--- src/rtl/imem_arbiter_if.sv ---
// imem_arbiter_if -- bus bundle between the instruction-memory arbiter and
// its three neighbours: the fetch unit, the program loader and the
// single-port memory.
//   fetch  : f_req/f_addr in, f_gnt/f_valid/f_data/f_err out
//   loader : l_req/l_we/l_addr/l_wdata/l_lock in, l_gnt/l_valid/l_rdata/l_err out
//   memory : mem_we/mem_addr/mem_din out, mem_dout in
//   status : locked out (loader owns the memory)
// The slave modport is the arbiter's view; master is the view of whatever
// drives requests and models the memory.
interface imem_arbiter_if #(
    parameter int size = 32
);
    logic            f_req;
    logic [size-1:0] f_addr;
    logic            f_gnt;
    logic            f_valid;
    logic [size-1:0] f_data;
    logic            f_err;

    logic            l_req;
    logic            l_we;
    logic [size-1:0] l_addr;
    logic [size-1:0] l_wdata;
    logic            l_lock;
    logic            l_gnt;
    logic            l_valid;
    logic [size-1:0] l_rdata;
    logic            l_err;

    logic            mem_we;
    logic [size-1:0] mem_addr;
    logic [size-1:0] mem_din;
    logic [size-1:0] mem_dout;

    logic            locked;

    modport slave (
        input  f_req, f_addr,
        output f_gnt, f_valid, f_data, f_err,
        input  l_req, l_we, l_addr, l_wdata, l_lock,
        output l_gnt, l_valid, l_rdata, l_err,
        output mem_we, mem_addr, mem_din,
        input  mem_dout,
        output locked
    );

    modport master (
        output f_req, f_addr,
        input  f_gnt, f_valid, f_data, f_err,
        output l_req, l_we, l_addr, l_wdata, l_lock,
        input  l_gnt, l_valid, l_rdata, l_err,
        input  mem_we, mem_addr, mem_din,
        output mem_dout,
        input  locked
    );
endinterface

--- src/rtl/imem_arbiter.sv ---
// imem_arbiter -- shares one single-port instruction memory between the
// fetch unit and the program loader.
//   clka : single clock, all state changes on its rising edge
//   rst  : synchronous, active-high reset
//   bus  : imem_arbiter_if.slave (fetch, loader, memory and locked signals)
// Grants are combinational. A request granted in cycle T drives the memory
// from registers in T+1, the memory output is captured at the end of T+1 and
// the requester's valid pulses in T+2. In RUN the two requesters share the
// memory round-robin; a loader holding l_lock moves the block to LOAD
// (loader only), and on release it passes through DRAIN until the pipeline
// is empty so that later fetches see every word the loader wrote.
module imem_arbiter #(
    parameter int size    = 32,
    parameter int MemSize = 32
) (
    input  logic              clka,
    input  logic              rst,
    imem_arbiter_if.slave     bus
);
    typedef enum logic [1:0] {
        RUN   = 2'd0,
        LOAD  = 2'd1,
        DRAIN = 2'd2
    } mode_t;

    localparam logic [size-1:0] MEM_LIMIT = size'(MemSize);

    mode_t           state_r;
    mode_t           state_s;
    logic            last_l_r;     // 1: loader won last, so fetch has priority
    logic            f_gnt_s;
    logic            l_gnt_s;
    logic            f_in_range_s;
    logic            l_in_range_s;
    logic            pipe_empty_s;

    // stage 1: the operation currently presented to the memory
    logic            s1_valid_r;
    logic            s1_is_l_r;
    logic            s1_we_r;
    logic            s1_err_r;
    logic            mem_we_r;
    logic [size-1:0] mem_addr_r;
    logic [size-1:0] mem_din_r;

    // stage 2: returned results
    logic            f_valid_r;
    logic            f_err_r;
    logic [size-1:0] f_data_r;
    logic            l_valid_r;
    logic            l_err_r;
    logic [size-1:0] l_rdata_r;

    assign f_in_range_s = (bus.f_addr < MEM_LIMIT);
    assign l_in_range_s = (bus.l_addr < MEM_LIMIT);
    assign pipe_empty_s = !s1_valid_r && !f_valid_r && !l_valid_r;

    // Grant decision from the current mode, the requests and the pointer.
    always_comb begin
        f_gnt_s = 1'b0;
        l_gnt_s = 1'b0;
        if (rst) begin
            f_gnt_s = 1'b0;
            l_gnt_s = 1'b0;
        end else begin
            case (state_r)
                RUN: begin
                    // l_lock already shuts fetch out in the cycle it is seen
                    if (bus.l_lock) begin
                        l_gnt_s = bus.l_req;
                    end else if (bus.f_req && bus.l_req) begin
                        if (last_l_r) begin
                            f_gnt_s = 1'b1;
                        end else begin
                            l_gnt_s = 1'b1;
                        end
                    end else begin
                        f_gnt_s = bus.f_req;
                        l_gnt_s = bus.l_req;
                    end
                end
                LOAD:    l_gnt_s = bus.l_req;
                DRAIN:   l_gnt_s = 1'b0;
                default: l_gnt_s = 1'b0;
            endcase
        end
    end

    // Mode transitions.
    always_comb begin
        state_s = state_r;
        case (state_r)
            RUN: begin
                if (bus.l_lock) begin
                    state_s = LOAD;
                end else begin
                    state_s = RUN;
                end
            end
            LOAD: begin
                if (!bus.l_lock) begin
                    state_s = DRAIN;
                end else begin
                    state_s = LOAD;
                end
            end
            DRAIN: begin
                if (bus.l_lock) begin
                    state_s = LOAD;
                end else if (pipe_empty_s) begin
                    state_s = RUN;
                end else begin
                    state_s = DRAIN;
                end
            end
            default: state_s = RUN;
        endcase
    end

    // Mode register and round-robin pointer.
    always_ff @(posedge clka) begin
        if (rst) begin
            state_r  <= RUN;
            last_l_r <= 1'b1;
        end else begin
            state_r <= state_s;
            if (l_gnt_s) begin
                last_l_r <= 1'b1;
            end else if (f_gnt_s) begin
                last_l_r <= 1'b0;
            end else begin
                last_l_r <= last_l_r;
            end
        end
    end

    // Stage 1: register the granted operation onto the memory port.
    always_ff @(posedge clka) begin
        if (rst) begin
            s1_valid_r <= 1'b0;
            s1_is_l_r  <= 1'b0;
            s1_we_r    <= 1'b0;
            s1_err_r   <= 1'b0;
            mem_we_r   <= 1'b0;
            mem_addr_r <= {size{1'b0}};
            mem_din_r  <= {size{1'b0}};
        end else begin
            s1_valid_r <= f_gnt_s || l_gnt_s;
            s1_is_l_r  <= l_gnt_s;
            s1_we_r    <= l_gnt_s && bus.l_we;
            s1_err_r   <= l_gnt_s ? !l_in_range_s : !f_in_range_s;
            // out-of-range writes never reach the memory
            mem_we_r   <= l_gnt_s && bus.l_we && l_in_range_s;
            if (l_gnt_s) begin
                mem_addr_r <= bus.l_addr;
                mem_din_r  <= bus.l_wdata;
            end else if (f_gnt_s) begin
                mem_addr_r <= bus.f_addr;
                mem_din_r  <= mem_din_r;
            end else begin
                mem_addr_r <= mem_addr_r;
                mem_din_r  <= mem_din_r;
            end
        end
    end

    // Stage 2: capture memory output and pulse the owner's valid.
    always_ff @(posedge clka) begin
        if (rst) begin
            f_valid_r <= 1'b0;
            f_err_r   <= 1'b0;
            f_data_r  <= {size{1'b0}};
            l_valid_r <= 1'b0;
            l_err_r   <= 1'b0;
            l_rdata_r <= {size{1'b0}};
        end else begin
            f_valid_r <= s1_valid_r && !s1_is_l_r;
            f_err_r   <= s1_valid_r && !s1_is_l_r && s1_err_r;
            l_valid_r <= s1_valid_r && s1_is_l_r;
            l_err_r   <= s1_valid_r && s1_is_l_r && s1_err_r;
            if (s1_valid_r && !s1_is_l_r) begin
                f_data_r <= s1_err_r ? {size{1'b0}} : bus.mem_dout;
            end else begin
                f_data_r <= f_data_r;
            end
            // write acknowledges leave the loader read data untouched
            if (s1_valid_r && s1_is_l_r && !s1_we_r) begin
                l_rdata_r <= s1_err_r ? {size{1'b0}} : bus.mem_dout;
            end else begin
                l_rdata_r <= l_rdata_r;
            end
        end
    end

    // Pulses and mode flag are forced low for the whole reset cycle, not
    // only after the first reset edge.
    assign bus.f_gnt    = f_gnt_s;
    assign bus.l_gnt    = l_gnt_s;
    assign bus.f_valid  = f_valid_r && !rst;
    assign bus.f_err    = f_err_r && !rst;
    assign bus.f_data   = f_data_r;
    assign bus.l_valid  = l_valid_r && !rst;
    assign bus.l_err    = l_err_r && !rst;
    assign bus.l_rdata  = l_rdata_r;
    assign bus.mem_we   = mem_we_r && !rst;
    assign bus.mem_addr = mem_addr_r;
    assign bus.mem_din  = mem_din_r;
    assign bus.locked   = (state_r != RUN) && !rst;
endmodule

--- src/flat_wrapper.sv ---
// flat-port wrapper written by rule: the top's interface ports become plain ports
module imem_arbiter_flat 
#(
    parameter int size    = 32,
    parameter int MemSize = 32
)
  (clka, rst, bus_f_req, bus_f_addr, bus_f_gnt, bus_f_valid, bus_f_data, bus_f_err, bus_l_req, bus_l_we, bus_l_addr, bus_l_wdata, bus_l_lock, bus_l_gnt, bus_l_valid, bus_l_rdata, bus_l_err, bus_mem_we, bus_mem_addr, bus_mem_din, bus_mem_dout, bus_locked);
  imem_arbiter_if #(.size(size)) bus_i ();
  input  logic clka;
  input  logic rst;
  input wire logic [$bits(bus_i.f_req)-1:0] bus_f_req;
  input wire logic [$bits(bus_i.f_addr)-1:0] bus_f_addr;
  output wire logic [$bits(bus_i.f_gnt)-1:0] bus_f_gnt;
  output wire logic [$bits(bus_i.f_valid)-1:0] bus_f_valid;
  output wire logic [$bits(bus_i.f_data)-1:0] bus_f_data;
  output wire logic [$bits(bus_i.f_err)-1:0] bus_f_err;
  input wire logic [$bits(bus_i.l_req)-1:0] bus_l_req;
  input wire logic [$bits(bus_i.l_we)-1:0] bus_l_we;
  input wire logic [$bits(bus_i.l_addr)-1:0] bus_l_addr;
  input wire logic [$bits(bus_i.l_wdata)-1:0] bus_l_wdata;
  input wire logic [$bits(bus_i.l_lock)-1:0] bus_l_lock;
  output wire logic [$bits(bus_i.l_gnt)-1:0] bus_l_gnt;
  output wire logic [$bits(bus_i.l_valid)-1:0] bus_l_valid;
  output wire logic [$bits(bus_i.l_rdata)-1:0] bus_l_rdata;
  output wire logic [$bits(bus_i.l_err)-1:0] bus_l_err;
  output wire logic [$bits(bus_i.mem_we)-1:0] bus_mem_we;
  output wire logic [$bits(bus_i.mem_addr)-1:0] bus_mem_addr;
  output wire logic [$bits(bus_i.mem_din)-1:0] bus_mem_din;
  input wire logic [$bits(bus_i.mem_dout)-1:0] bus_mem_dout;
  output wire logic [$bits(bus_i.locked)-1:0] bus_locked;
  assign bus_i.f_req = bus_f_req;
  assign bus_i.f_addr = bus_f_addr;
  assign bus_f_gnt = bus_i.f_gnt;
  assign bus_f_valid = bus_i.f_valid;
  assign bus_f_data = bus_i.f_data;
  assign bus_f_err = bus_i.f_err;
  assign bus_i.l_req = bus_l_req;
  assign bus_i.l_we = bus_l_we;
  assign bus_i.l_addr = bus_l_addr;
  assign bus_i.l_wdata = bus_l_wdata;
  assign bus_i.l_lock = bus_l_lock;
  assign bus_l_gnt = bus_i.l_gnt;
  assign bus_l_valid = bus_i.l_valid;
  assign bus_l_rdata = bus_i.l_rdata;
  assign bus_l_err = bus_i.l_err;
  assign bus_mem_we = bus_i.mem_we;
  assign bus_mem_addr = bus_i.mem_addr;
  assign bus_mem_din = bus_i.mem_din;
  assign bus_i.mem_dout = bus_mem_dout;
  assign bus_locked = bus_i.locked;
  imem_arbiter #(.size(size), .MemSize(MemSize)) u_core (.clka(clka), .rst(rst), .bus(bus_i));
endmodule
--- config.mk ---
export PLATFORM = sky130hd
export DESIGN_NAME = imem_arbiter_flat
export DESIGN_NICKNAME = d
export VERILOG_FILES = /design/src/rtl/imem_arbiter_if.sv /design/src/rtl/imem_arbiter.sv /design/src/flat_wrapper.sv
export SDC_FILE = /design/constraint.sdc
export NUM_CORES = 1
export LEC_CHECK = 0
export ABC_AREA = 0
export BUFFER_PORTS_ARGS = -buffer_cell sky130_fd_sc_hd__buf_4
export CORE_MARGIN = 4
export CORE_UTILIZATION = 49
export CTS_BUF_LIST = sky130_fd_sc_hd__clkbuf_16
export DETAILED_ROUTE_END_ITERATION = 16
export PLACE_DENSITY = 0.81
export SYNTH_ARGS = -nofsm -noshare
export SYNTH_HDL_FRONTEND = slang
export SYNTH_SLANG_ARGS = --single-unit
--- constraint.sdc ---
create_clock -name clka -period 2.8 [get_ports clka]
set_input_delay 0.42 -clock clka [delete_from_list [all_inputs] [get_ports clka]]
set_output_delay 0.42 -clock clka [all_outputs]
set_load 0.1 [all_outputs]
==> flow_metrics.tcl, run 1 <==
set metrics [dict create \
    drtAntennaViolNets 0 \
    ys_seq_area_share_pct 51.8 \
    critPathLaunchType "flip-flop" \
    outcome "finished, final reports clean" \
    finalHoldViolations 0 \
    cts.path.max_buffers 2 \
    grt.total_usage_pct 26.3 \
    grt_pass1_wl_mm 27.2 \
    synth_area_leaders "dfxtp_1 52%, nand2_1 14%, a21oi_1 9.2%, nor2b_1 4.5%, a221o_1 3.1%" \
    clkLatencyLatePin_ps 400 \
    peakVddDrop_uv 431 \
    finish.utilization_pct 74.6 \
    tightest_slew_ps 664 \
    yosys_most_used_dff "dfxtp_1" \
    drt-wirelength-per-cell_um 16.5 \
    die_y_um 113 \
    hold_class "input port to flip-flop" \
    clk_pin_slew_ps 50 \
    grt_pass1_vias 5554 \
    synth_top_area_share_pct 51.8 \
    grt_max_degree 49 \
    crit_type "flip-flop to output port" \
    finalWeightedCongestion 0.942 \
    area_growth_syn_to_layout_pct 49.5 \
    clock-skew-final_ps 8.72 \
    slew_headroom_pct 55.7 \
    period_share_pct 80.9 \
    vias 5589 \
    fin_crit_ps 2270 \
    power_density_nw_per_um2 697 \
    ys_async_sr_fraction_pct 0 \
    hold-worst-slack_ps 213 \
    yosysTopAreaCell "dfxtp_1" \
    cts-htree-levels 4 \
    antenna_found_initial 0 \
    yosysWarnings 0 \
    fp.coreArea_um2 10800 \
    num-fill-cells 812 \
    n_antenna_cell 0 \
    postCtsHoldBufs 0 \
    synth_most_common_cell "nand2_1" \
    row_count 38 \
    rsz0062_at_grt "false" \
    port_buffers 269 \
    cts_tree "built" \
    post_cts_buffers 0 \
    finalSetupTns_ps 0 \
    clock-sinks 140 \
    cts_root_buf "clkbuf_16" \
    finalSetupViolCount 0 \
    synth_common_cells "195 x nand2_1, 140 x dfxtp_1, 100 x a21oi_1" \
    slew_viol_final 0 \
    synthCells 650 \
    grt_overflow 0 \
    yosysUniqueCellTypes 31 \
    critPathMaxFanout 6 \
    synth_nets 784 \
    p_leak_nw 3.52 \
    dr.first_iter.drc_count 463 \
    synth-edff-count 0 \
    initial_utilization_pct 49.9 \
    max_cap_violations 0 \
    dp_hpwl_mm 12.8 \
    worstPathArrival_ps 1850 \
    achievable-frequency_mhz 441 \
    syn_area_um2 5410 \
    endpoint_kind "output port" \
    syn_avg_cell_area_um2 8.33 \
    wl_mm 17.3 \
    layout-drive-gt1-share_pct 35.7 \
    cts_resized 0 \
    firstDrtPassIters 5 \
    cp.required_ps 2380 \
    drc 0 \
    numCtsBuffers 17 \
    ys_ff_latch 140 \
    die_area_um2 12800 \
    die_w_um 113 \
    routed_via_density 5.31 \
    nets 1038 \
    boundaryPins 270 \
]
==> sequential cells by signal, indices dropped and copies added (netlist names), 2 cells and up <==
| name | flops |
|---|---|
| u_core.bus.f_data | 32 |
| u_core.bus.l_rdata | 32 |
| u_core.bus.mem_addr | 32 |
| u_core.bus.mem_din | 32 |
| u_core.state_r | 2 |
==> per-stage QoR <==
stage | power [mW] | cells | setup WS [ps] | instance area [µm²]
floorplan | 3.13 | 650 | 241 | 5410
global placement | 3.51 | 1025 | 763 | 7530
detailed placement | 3.53 | 1025 | 715 | 7530
CTS | 5.67 | 1053 | 520 | 8090
global route | 5.83 | 1053 | 492 | 8090
finish | 5.64 | 1053 | 534 | 8090
==> where the power goes <==
group	internal, mW	switching, mW
clock	1.36	0.784
sequential	2.09	0.0617
combinational	0.353	0.982
==> critical path, stage by stage, from the launching register on <==
cell and delay (ps):
dfxtp_1 360, or3b_4 440, nor4_4 290, buf_4 350
==> cell families (layout without fill, tap and decap cells) <==
family / after synthesis / count (layout) / synth area share (%)
simple gates: 307 / 307 / 25.8
flops: 140 / 140 / 51.8
compound gates: 137 / 137 / 16.1
buf+inv: 53 / 316 / 3.93
mux: 13 / 13 / 2.40
==> area by class of cell <==
type | count | area [µm²] | area share (%)
well taps | 140 | 175 | 2.16
inverters | 5 | 18.8 | 0.232
multi-input cells | 457 | 2410 | 29.8
clock inverters | 11 | 133 | 1.64
clock buffers | 17 | 425 | 5.26
flip-flops and latches | 140 | 2800 | 34.6
repair buffers | 283 | 2120 | 26.3
==> path summary, 6_finish.rpt <==
check        slack [ps]  cells past startpoint                                   to                                start
max                 530                      3                            bus_f_gnt         u_core.state_r[0]$_SDFF_PP0_
min                 210                      2         u_core.state_r[1]$_SDFF_PP0_                           bus_l_lock
max reg2reg         940                      5  u_core.bus.mem_addr[0]$_SDFFE_PP0P_         u_core.state_r[0]$_SDFF_PP0_
min reg2reg         450                      2  u_core.bus.mem_din[27]$_SDFFE_PP0N_  u_core.bus.mem_din[27]$_SDFFE_PP0N_
==> layout by cell type, fill, tap and decap left out, drive strengths merged, types with 16 or more instances in the layout <==
cell,instances
a211oi,16
buf,283
a21oi,100
nor2b,39
nand2,195
and2,18
nor2,23
dfxtp,140
clkbuf,17
a221o,17
==> per-layer routing <==
metal,wire length (µm),vias to the layer above,GRT usage [%]
met1,6650,2571,31.2
met2,8530,290,44.8
met3,1670,48,7.59
met5,0,-,0
li1,-,2680,-
met4,487,0,10.8
No activity file was read; power rests on OpenSTA's default activity.
==> run 2: changes to the inputs <==
CORE_UTILIZATION = 41   (was 49)
PLACE_DENSITY = 0.72   (was 0.81)
clock period = 2 ns   (was 2.8 ns; I/O delays follow)
==> flow_metrics.tcl, run 2 (same netlist as run 1, synthesis figures left out) <==
set metrics [dict create \
    clk_pin_slew_ps 60 \
    numCtsBuffers 17 \
    rsz0062_at_grt "true" \
    initial_utilization_pct 42.4 \
    clock-sinks 140 \
    slew_headroom_pct 21.5 \
    max_cap_violations 0 \
    row_count 41 \
    clkLatencyLatePin_ps 410 \
    drt-wirelength-per-cell_um 15.9 \
    die_w_um 123 \
    cts-htree-levels 4 \
    finalWeightedCongestion 0.937 \
    finish.utilization_pct 64.3 \
    clkPwrFrac_pct 38.5 \
    critPathMaxFanout 6 \
    fp.coreArea_um2 12800 \
    antenna_found_initial 0 \
    die_area_um2 15100 \
    period_share_pct 99.8 \
    drc 0 \
    n_antenna_cell 0 \
    cts.path.max_buffers 2 \
    tightest_slew_ps 1170 \
    boundaryPins 270 \
    grt_max_degree 58 \
    crit_slowest_cell "or3b_4" \
    cts_root_buf "clkbuf_16" \
    die_y_um 123 \
    cp.required_ps 1700 \
    grt_pass1_wl_mm 26.6 \
    postCtsHoldBufs 0 \
    cp-startpoint "u_core.state_r[0]$_SDFF_PP0_" \
    finalSetupViolCount 0 \
    drtAntennaViolNets 0 \
    outcome "finished, final reports clean" \
    crit_family "simple AND/OR/NAND/NOR gates" \
    dr.first_iter.drc_count 295 \
    worstPathArrival_ps 1700 \
    port_buffers 269 \
    crit_type "flip-flop to output port" \
    finalHoldViolations 0 \
    power.share.switching_pct 32.6 \
    dp_hpwl_mm 12.8 \
    clock-skew-final_ps 7.34 \
    power_switching_mw 2.60 \
    layout_commonest_cell "buf_4" \
    hold_class "input port to flip-flop" \
    grt.total_usage_pct 22.4 \
    p_leak_nw 3.55 \
    cp.buffers_inverters 1 \
    r2r-start "u_core.state_r[0]$_SDFF_PP0_" \
    worst_hold_startpoint "bus_l_lock" \
    grt_pass1_vias 5356 \
    path_cells "or3b_4 -> nor4_4 -> buf_6" \
    hold-worst-slack_ps 92.4 \
    nets 1041 \
    mostFrequentLayoutCells "282 x buf_4, 195 x nand2_1, 139 x dfxtp_1, 100 x a21oi_1, 38 x nor2b_1" \
    achievable-frequency_mhz 501 \
    critPathLaunchType "flip-flop" \
    routed_via_density 5.05 \
    combPwrFrac_pct 23.7 \
    firstDrtPassIters 5 \
    grt_overflow 0 \
    slew_viol_final 0 \
    fin_crit_ps 2000 \
    area_growth_syn_to_layout_pct 51.8 \
    cts_tree "built" \
    layout-drive-gt1-share_pct 36.7 \
    pwr-share-seq_pct 37.8 \
    cpPeakStageDelay_ps 420 \
    wl_mm 17.3 \
    endpoint_kind "output port" \
    internal_power_mw 5.37 \
    power_density_nw_per_um2 970 \
    peakVddDrop_uv 593 \
    vias 5515 \
]
## run 2: power groups by stage
stage          sequential, mW  combinational, mW  clock (mW)
3_3_place_gp             3.07               1.87           0
4_1_cts                  3.02               1.89        3.13
6_report                 3.02               1.89        3.07
2_1_floorplan            3.98              0.410           0
5_1_grt                  3.03               1.97        3.26
3_5_place_dp             3.07               1.89           0
## run 2: what timing repair did
| action | 4_1_cts | 5_1_grt |
|---|---|---|
| pin swaps | 1 | 0 |
| setup buffers | 1 | 0 |
| endpoints found under the setup margin | 2 | 2 |
| gates resized for setup | 4 | 1 |
## run 2: cell type report
cell class	instances	area [µm²]
Inverter	5	18.8
Clock buffer	17	425
Tap cell	172	215
Timing Repair Buffer	286	2180
Fill cell	1088	4550
Sequential cell	140	2800
Multi-Input combinational cell	457	2420
Clock inverter	14	154
## run 2: metrics by stage
step,instances,worst slack [ps],cell area [µm²],TNS (ps),power [mW]
global placement,1059,81.5,7620,0,4.93
global route,1091,-62.9,8220,-62.9,8.26
floorplan,650,-319,5420,-1590,4.39
finish,1091,3.68,8220,0,7.97
CTS,1091,-9.71,8220,-9.71,8.03
detailed placement,1059,2.35,7620,0,4.96
## run 2: path summary, 6_finish.rpt
path,to,slack (ps),cells after the start
hold reg to reg,u_core.bus.mem_din[24]$_SDFFE_PP0N_,450,2
hold / removal,u_core.state_r[1]$_SDFF_PP0_,90,2
setup / recovery,bus_f_gnt,4,3
setup reg to reg,u_core.bus.mem_addr[7]$_SDFFE_PP0P_,90,4
## run 2: layer usage
| layer | track usage, % | vias to the layer above | wire length [µm] |
|---|---|---|---|
| met5 | 0 | - | 0 |
| met3 | 5.63 | 33 | 1280 |
| met1 | 26.7 | 2559 | 6900 |
| met2 | 38.5 | 234 | 8750 |
| met4 | 9.03 | 0 | 421 |
| li1 | - | 2689 | - |
## run 2: worst register-to-register path, delay by kind of cell (launching register included)
family	cells	cell delay (ps)
AND/OR/NAND/NOR	2	1080
flip-flops	1	380
AO/OA/AOI/OAI	2	380
==> run 3: changes to the inputs <==
CORE_ASPECT_RATIO = 1.2   (was default)
==> flow_metrics.tcl, run 3 (same netlist as run 1, synthesis figures left out) <==
set metrics [dict create \
    wl_mm 17.6 \
    drc 0 \
    max_cap_violations 0 \
    drtAntennaViolNets 0 \
    ff2ff_path_depth 4 \
    peakVddDrop_uv 533 \
    grt.total_usage_pct 22.2 \
    multiInputGateArea_um2 2420 \
    period_share_pct 99.5 \
    cts.path.max_buffers 2 \
    reg2reg_to "u_core.bus.mem_addr[11]$_SDFFE_PP0P_" \
    slew_headroom_pct 24.9 \
    routed_via_density 5.10 \
    layout_commonest_cell "buf_4" \
    layout_setup_ws_ps 10.5 \
    whs_endpoint "u_core.state_r[1]$_SDFF_PP0_" \
    r2r-start "u_core.state_r[0]$_SDFF_PP0_" \
    nets 1041 \
    vias 5525 \
    dp_hpwl_mm 13.3 \
    die_y_um 134 \
    crit_type "flip-flop to output port" \
    finish.utilization_pct 64.4 \
    cp-startpoint "u_core.state_r[0]$_SDFF_PP0_" \
    finalSetupViolCount 0 \
    outcome "finished, final reports clean" \
    row_count 45 \
    r2r_setup_slack_ps 120 \
    power_switching_mw 2.67 \
    power.share.switching_pct 33.1 \
    grt_pass1_wl_mm 27.1 \
    mostFrequentLayoutCells "281 x buf_4, 195 x nand2_1, 139 x dfxtp_1, 100 x a21oi_1, 38 x nor2b_1" \
    dr.first_iter.drc_count 408 \
    cts_root_buf "clkbuf_16" \
    slew_viol_final 0 \
    grt_pass1_vias 5480 \
    power_density_nw_per_um2 980 \
    critPathLaunchType "flip-flop" \
    min_path_cells 2 \
    finalHoldViolations 0 \
    hold_class "input port to flip-flop" \
    firstDrtPassIters 5 \
    drt-wirelength-per-cell_um 16.3 \
    p_leak_nw 3.57 \
    post_cts_buffers 0 \
    grt_max_degree 59 \
    numCtsBuffers 17 \
    n_antenna_cell 0 \
    worst_hold_startpoint "bus_l_lock" \
    antenna_found_initial 0 \
    pwr-share-seq_pct 37.3 \
    boundaryPins 270 \
    die_w_um 113 \
    final-seq-area_um2 2800 \
    fp.coreArea_um2 12800 \
    num-fill-cells 1093 \
    rsz0062_at_grt "true" \
    internal_power_mw 5.40 \
    clkPwrFrac_pct 39.2 \
    critPathMaxFanout 6 \
    power.total_mw 8.07 \
    area_growth_syn_to_layout_pct 52.1 \
    clock-skew-final_ps 12.1 \
    cts-htree-levels 4 \
    fin_crit_ps 1990 \
    achievable-frequency_mhz 503 \
    tightest_slew_ps 1120 \
    cts_tree "built" \
    clkLatencyLatePin_ps 420 \
    combPwrFrac_pct 23.4 \
    initial_utilization_pct 42.4 \
    die_area_um2 15100 \
    finalWeightedCongestion 0.946 \
    clk_pin_slew_ps 60 \
    cp.required_ps 1700 \
    endpoint_kind "output port" \
    place_ws_ps -9.34 \
    worstPathArrival_ps 1690 \
    clock-sinks 140 \
    grt_overflow 0 \
    layout-drive-gt1-share_pct 36.8 \
    port_buffers 269 \
]
[run 3: layer usage]
| metal | GRT usage [%] | routed length, µm |
|---|---|---|
| met5 | 0 | 0 |
| met4 | 9.02 | 451 |
| met3 | 6.86 | 1410 |
| met2 | 39.7 | 9120 |
| met1 | 24.3 | 6670 |
[run 3: power groups by stage]
stage	sequential (mW)	combinational, mW	clock (mW)
after floorplan	3.98	0.410	0
after global placement	3.06	1.87	0
after detailed placement	3.07	1.89	0
after CTS	3.01	1.90	3.22
after global routing	3.03	1.97	3.34
final	3.01	1.89	3.17
[run 3: how the worst max path moves through the flow]
| stage | endpoint | cells after the start |
|---|---|---|
| final | bus_f_gnt | 3 |
| after global routing | bus_f_gnt | 3 |
| after CTS | bus_f_gnt | 3 |
| after detailed placement | u_core.bus.mem_addr[17]$_SDFFE_PP0P_ | 5 |
| after global placement | u_core.bus.mem_addr[7]$_SDFFE_PP0P_ | 5 |
| after floorplan | bus_f_err | 3 |
[run 3: critical path, stage by stage (launching register included)]
cell	delay (ps)
dfxtp_2	350
or3b_4	420
nor4_4	230
buf_6	280
[run 3: metrics by stage]
step	setup TNS, ps	std cells	cell area [µm²]	hold WS (ps)
after floorplan	-1590	650	5420	379
final	0	1083	8240	83.3
after detailed placement	-32.0	1052	7630	448
after global routing	-293	1083	8240	74.3
after global placement	0	1052	7630	443
after CTS	-10.0	1083	8230	60.8
[run 3: cell type report]
class / instances / area share (%)
clock inverter: 14 / 2.04
sequential: 140 / 34.0
tap: 164 / 2.49
inverter: 5 / 0.228
timing repair buffer: 286 / 26.6
clock buffer: 17 / 5.17
multi-input combinational: 457 / 29.4
[run 3: timing repair]
action,CTS,global route
resized for setup,3,2
pin swaps,1,0
endpoints found under the setup margin,2,12
hold buffers,0,0
